--- config.mk ---
export PLATFORM = sky130hd
export DESIGN_NAME = pipe_stage_buf
export DESIGN_NICKNAME = d
export VERILOG_FILES = /design/src/rtl/pipe_pkg.sv /design/src/rtl/pipe_skid_slot.sv /design/src/rtl/pipe_stage_buf.sv
export SDC_FILE = /design/constraint.sdc
export NUM_CORES = 1
export LEC_CHECK = 0
export CAP_MARGIN = 15
export CORE_UTILIZATION = 53
export DETAILED_ROUTE_END_ITERATION = 16
export PLACE_DENSITY_LB_ADDON = 0.25
export SETUP_SLACK_MARGIN = 0.2
export SYNTH_ARGS = -nofsm -noshare
export SYNTH_HDL_FRONTEND = slang
export SYNTH_SLANG_ARGS = --single-unit
--- constraint.sdc ---
create_clock -name clk -period 9.1 [get_ports clk]
set_input_delay 1.365 -clock clk [delete_from_list [all_inputs] [get_ports clk]]
set_output_delay 1.365 -clock clk [all_outputs]
set_load 0.01 [all_outputs]
--- src/rtl/pipe_pkg.sv ---
// Shared pipeline definitions: bubble encoding and inter-stage payload layouts.
package pipe_pkg;

    localparam logic [31:0] MIPS_NOP = 32'h0000_0000;

    localparam int IFID_W = 64;   // {pc, instr}
    localparam int IDEX_W = 160;  // {pc, rs_val, rt_val, imm, ctrl}

    typedef struct packed {
        logic [31:0] pc;
        logic [31:0] instr;
    } ifid_t;

endpackage

--- src/rtl/pipe_skid_slot.sv ---
// One valid+data holding register with clear (dominant) and load.
module pipe_skid_slot
    import pipe_pkg::*;
#(
    parameter int                DATA_W     = IFID_W,
    parameter logic [DATA_W-1:0] BUBBLE_VAL = '0
) (
    input  logic              clk,
    input  logic              rst,
    input  logic              load,
    input  logic              clear,
    input  logic [DATA_W-1:0] d,
    output logic              valid,
    output logic [DATA_W-1:0] data
);

    // NOTE: state updates use <= so every slot samples pre-edge values together.
    always_ff @(posedge clk or posedge rst) begin
        if (rst) begin
            valid <= 1'b0;
            data  <= BUBBLE_VAL;
        end else if (clear) begin
            valid <= 1'b0;
            data  <= BUBBLE_VAL;
        end else if (load) begin
            valid <= 1'b1;
            data  <= d;
        end
    end

endmodule

--- src/rtl/pipe_stage_buf.sv ---
// Pipeline stage register with valid/ready handshake, optional skid slot and flush.
module pipe_stage_buf
    import pipe_pkg::*;
#(
    parameter int                DATA_W     = IFID_W,
    parameter bit                SKID_EN    = 1'b1,
    parameter logic [DATA_W-1:0] BUBBLE_VAL = DATA_W'(MIPS_NOP)
) (
    input  logic              clk,
    input  logic              rst,
    input  logic              flush,
    input  logic              in_valid,
    output logic              in_ready,
    input  logic [DATA_W-1:0] in_data,
    output logic              out_valid,
    input  logic              out_ready,
    output logic [DATA_W-1:0] out_data
);

    logic              main_valid;
    logic [DATA_W-1:0] main_data;
    logic              skid_valid;
    logic [DATA_W-1:0] skid_data;
    logic              in_fire;
    logic              adv;
    logic              main_load;
    logic              main_clear;
    logic [DATA_W-1:0] main_d;

    assign in_fire   = in_valid && in_ready;
    assign adv       = !main_valid || out_ready;   // main empty or being consumed
    assign main_d    = skid_valid ? skid_data : in_data;
    assign out_valid = main_valid;
    assign out_data  = main_data;

    // NOTE: defaults first so no path through this block leaves a stored value (no latch).
    always_comb begin
        main_load  = 1'b0;
        main_clear = 1'b0;
        if (flush) begin
            main_clear = 1'b1;
        end else if (adv) begin
            if (skid_valid || in_fire) main_load  = 1'b1;
            else                       main_clear = 1'b1;
        end
    end

    pipe_skid_slot #(.DATA_W(DATA_W), .BUBBLE_VAL(BUBBLE_VAL)) u_main (
        .clk   (clk),
        .rst   (rst),
        .load  (main_load),
        .clear (main_clear),
        .d     (main_d),
        .valid (main_valid),
        .data  (main_data)
    );

    generate
        if (SKID_EN) begin : g_skid
            logic skid_load;
            logic skid_clear;

            // Registered ready: depends only on skid occupancy, never on out_ready.
            assign in_ready   = !skid_valid;
            assign skid_load  = !flush && in_fire && !(adv && !skid_valid);
            assign skid_clear = flush || (adv && skid_valid && !skid_load);

            pipe_skid_slot #(.DATA_W(DATA_W), .BUBBLE_VAL(BUBBLE_VAL)) u_skid (
                .clk   (clk),
                .rst   (rst),
                .load  (skid_load),
                .clear (skid_clear),
                .d     (in_data),
                .valid (skid_valid),
                .data  (skid_data)
            );
        end else begin : g_noskid
            assign in_ready   = !main_valid || out_ready;
            assign skid_valid = 1'b0;
            assign skid_data  = BUBBLE_VAL;
        end
    endgenerate

endmodule

==> metrics.txt <==
pin count of the biggest net entering global routing 93; vias in the first global route approximately 4,100; dominant cell type by area after synthesis dfrtp_1; family with the most delay on the worst path buffers and inverters; CP Launch Type input pin; full die area approximately 11,000 µm²; Worst Hold Class reg2reg; cells resized by post-CTS repair 0; ANT nets after route 0; clk_skew a little over 0.006 ns; clock root cell clkbuf_8; reg-to-reg startpoint g_skid.u_skid.valid; WP data required about 9.5 ns; Antenna Cells 0; CP Capture Point g_skid.u_skid.data[13]; H-Tree Depth 4; sequential area share after synthesis 0.602; Worst path max stage delay between 0.6 and 0.7 ns; Power Dens Cells 191 nW/µm²; antenna violations before repair 0; worst reg-to-reg path cell count 6; Synth Cell Area around 5400 µm²; CTS tree built; vias per cell ~5.7; Synth cell types 22; Final setup viols 0; Finished Cell Area around 7400 µm²; Final nets between 600 and 700; gr ovfl total 0; first-pass GRT wire length between 20,000 and 25,000 µm; fillers 687; Routability Congestion roughly 0.7; First DRT Iteration DRCs 173; Synth Instances around 430; Max-slew headroom 0.315; placed instance count 671; P_leak roughly 3.2 nW; cell breakdown of the critical path clkdlybuf4s50_1 -> nor3b_2 -> buf_4 -> and3_2 -> buf_12 -> a22o_1; starting density of the core 0.550; Critical Path Sink Type flop; status completed; actual slew at the worst max-slew pin approximately 1.0 ns; worst vdd ir just under 0.1 mV; core area 9820 µm²; CP bufs+invs 3; residual DRC count 0; critical setup path kind in2reg; fmax around 290 MHz; number of I/O pins ~140; setup TNS 0 ns; commonest non-fill, non-tap cell in the layout clkdlybuf4s50_1; Area after DPL around 6800 µm²; HPWL Detailed approximately 7400 µm; postcts setup bufs 0; Area contributors post-synth dfrtp_1 60%, mux2i_1 12%, a22o_2 10%; TritonRoute pass-1 iters 5; Clock Latency Late Sink between 0.5 and 0.6 ns; Syn Area/Cell 12.5 µm²; cts hold-fix bufs 0; RSZ-0062 raised after global routing no; critical path depth 6; row count 36; slowest stage cell, crit path and3_2; RR Endpoint g_skid.u_skid.data[22]; IO Port Bufs around 130; vias around 4,000; Mapped Nets 501; CTS Sinks 130; Setup WS pre-CTS between 5 and 6 ns; Synth Register Bits 130; Wirelength per Cell between 15 and 20 µm; Clock Pin Slew Worst Setup and Hold Paths 0.06 ns; R2R Setup Slk ~6 ns; CP max FO between 60 and 70; crit path launch flush; leading cell types in the layout, fill and taps excluded 134 x clkdlybuf4s50_1, 129 x dfrtp_1, 64 x mux2i_1, 64 x nand2_1, 64 x o21ai_0; CTS Buf Count 17; layout cell share with drive strength beyond 1 0.177; Finished Layout Cells ~710; Final Max Slew Viols 0; synthesis-to-finish area growth 37.5%; Max-Cap Viols 0; Die Y 103 µm; CP arrival 3.92 ns; die span in x 103 µm; Hold Vio Cnt, Final 0; final worst slack 5.62 ns; Final Critical Period between 3 and 4 ns; Yosys Warn Count 0; Clock Path Buffers 2; Total Wirelength around 13,000 µm; Final Cycle Share 0.383; Synth top area share 0.602; gr usage total 0.256
-- metal layers --
metal	global-route usage	share of wire	routed length, µm
met2	0.406	0.50	6480
met5	0	0	0
met4	0.103	0.0098	126
met3	0.0563	0.047	608
met1	0.344	0.44	5690
-- stage by stage --
stage / utilization / hold slack [ns] / power, W
final: 0.756 / 0.477 / 0.00142
after global routing: 0.756 / 0.505 / 0.00147
after global placement: 0.688 / 0.460 / 0.000753
after detailed placement: 0.690 / 0.469 / 0.000757
after CTS: 0.751 / 0.482 / 0.00143
after floorplan: - / 0.473 / 0.000680
-- worst reg2reg max path, delay by kind of cell, from the launching register on --
| family | cells | cell delay (ns) |
|---|---|---|
| compound gates | 2 | 1.11 |
| flops | 1 | 0.40 |
| simple gates | 1 | 0.11 |
| buf+inv | 3 | 1.44 |
-- report_power, final --
part           leakage [nW]  internal, W  total (W)  switching [W]
Combinational          1.10    0.0000721   0.000137      0.0000653
Clock                 0.280     0.000424   0.000672       0.000248
Sequential             1.77     0.000599   0.000612      0.0000129
Total                  3.15      0.00110    0.00142       0.000327
-- how the worst min path moves through the flow --
stage,from,end,slack (ns),cells past startpoint
global route,u_main.data[30],u_main.data[30],0.50,2
global placement,u_main.data[25],u_main.data[25],0.46,2
CTS,u_main.data[38],u_main.data[38],0.48,2
detailed placement,u_main.data[38],u_main.data[38],0.47,2
finish,u_main.data[30],u_main.data[30],0.48,2
floorplan,g_skid.u_skid.data[10],g_skid.u_skid.data[10],0.47,1
-- state kept, by name, indices dropped and copies added (netlist names) --
name,count
g_skid.u_skid.data,64
u_main.data,64
g_skid.u_skid.valid,1
u_main.valid,1
-- synthesized netlist by cell type, drive strengths merged --
library cell and n:
dfrtp 130, a22o 64, mux2i 64, nand2 64
o21ai 64, buf 27, clkbuf 7, inv 3
a211oi 1, a21oi 1, and3 1, nand2b 1
nor2 1, nor3 1, nor3b 1, nor4bb 1
o211ai 1
-- area by class of cell --
class                   count  area (µm²)  share of cell area
repair buffers            142        1450               0.196
inverters                   3        13.8             0.00185
clock buffers              19         432              0.0581
clock inverters            13         161              0.0217
multi-input cells         265        1940               0.262
well taps                 133         166              0.0224
flip-flops and latches    130        3260               0.439
-- cell families (layout without fill, tap and decap cells) --
logic type / Yosys count / after routing / synth area share
multiplexers: 64 / 64 / 0.119
buffers and inverters: 37 / 177 / 0.0410
flip-flops: 130 / 130 / 0.602
AND/OR/NAND/NOR: 70 / 70 / 0.0558
AO/OA/AOI/OAI: 131 / 131 / 0.182
No activity file was read; power rests on OpenSTA's default activity.
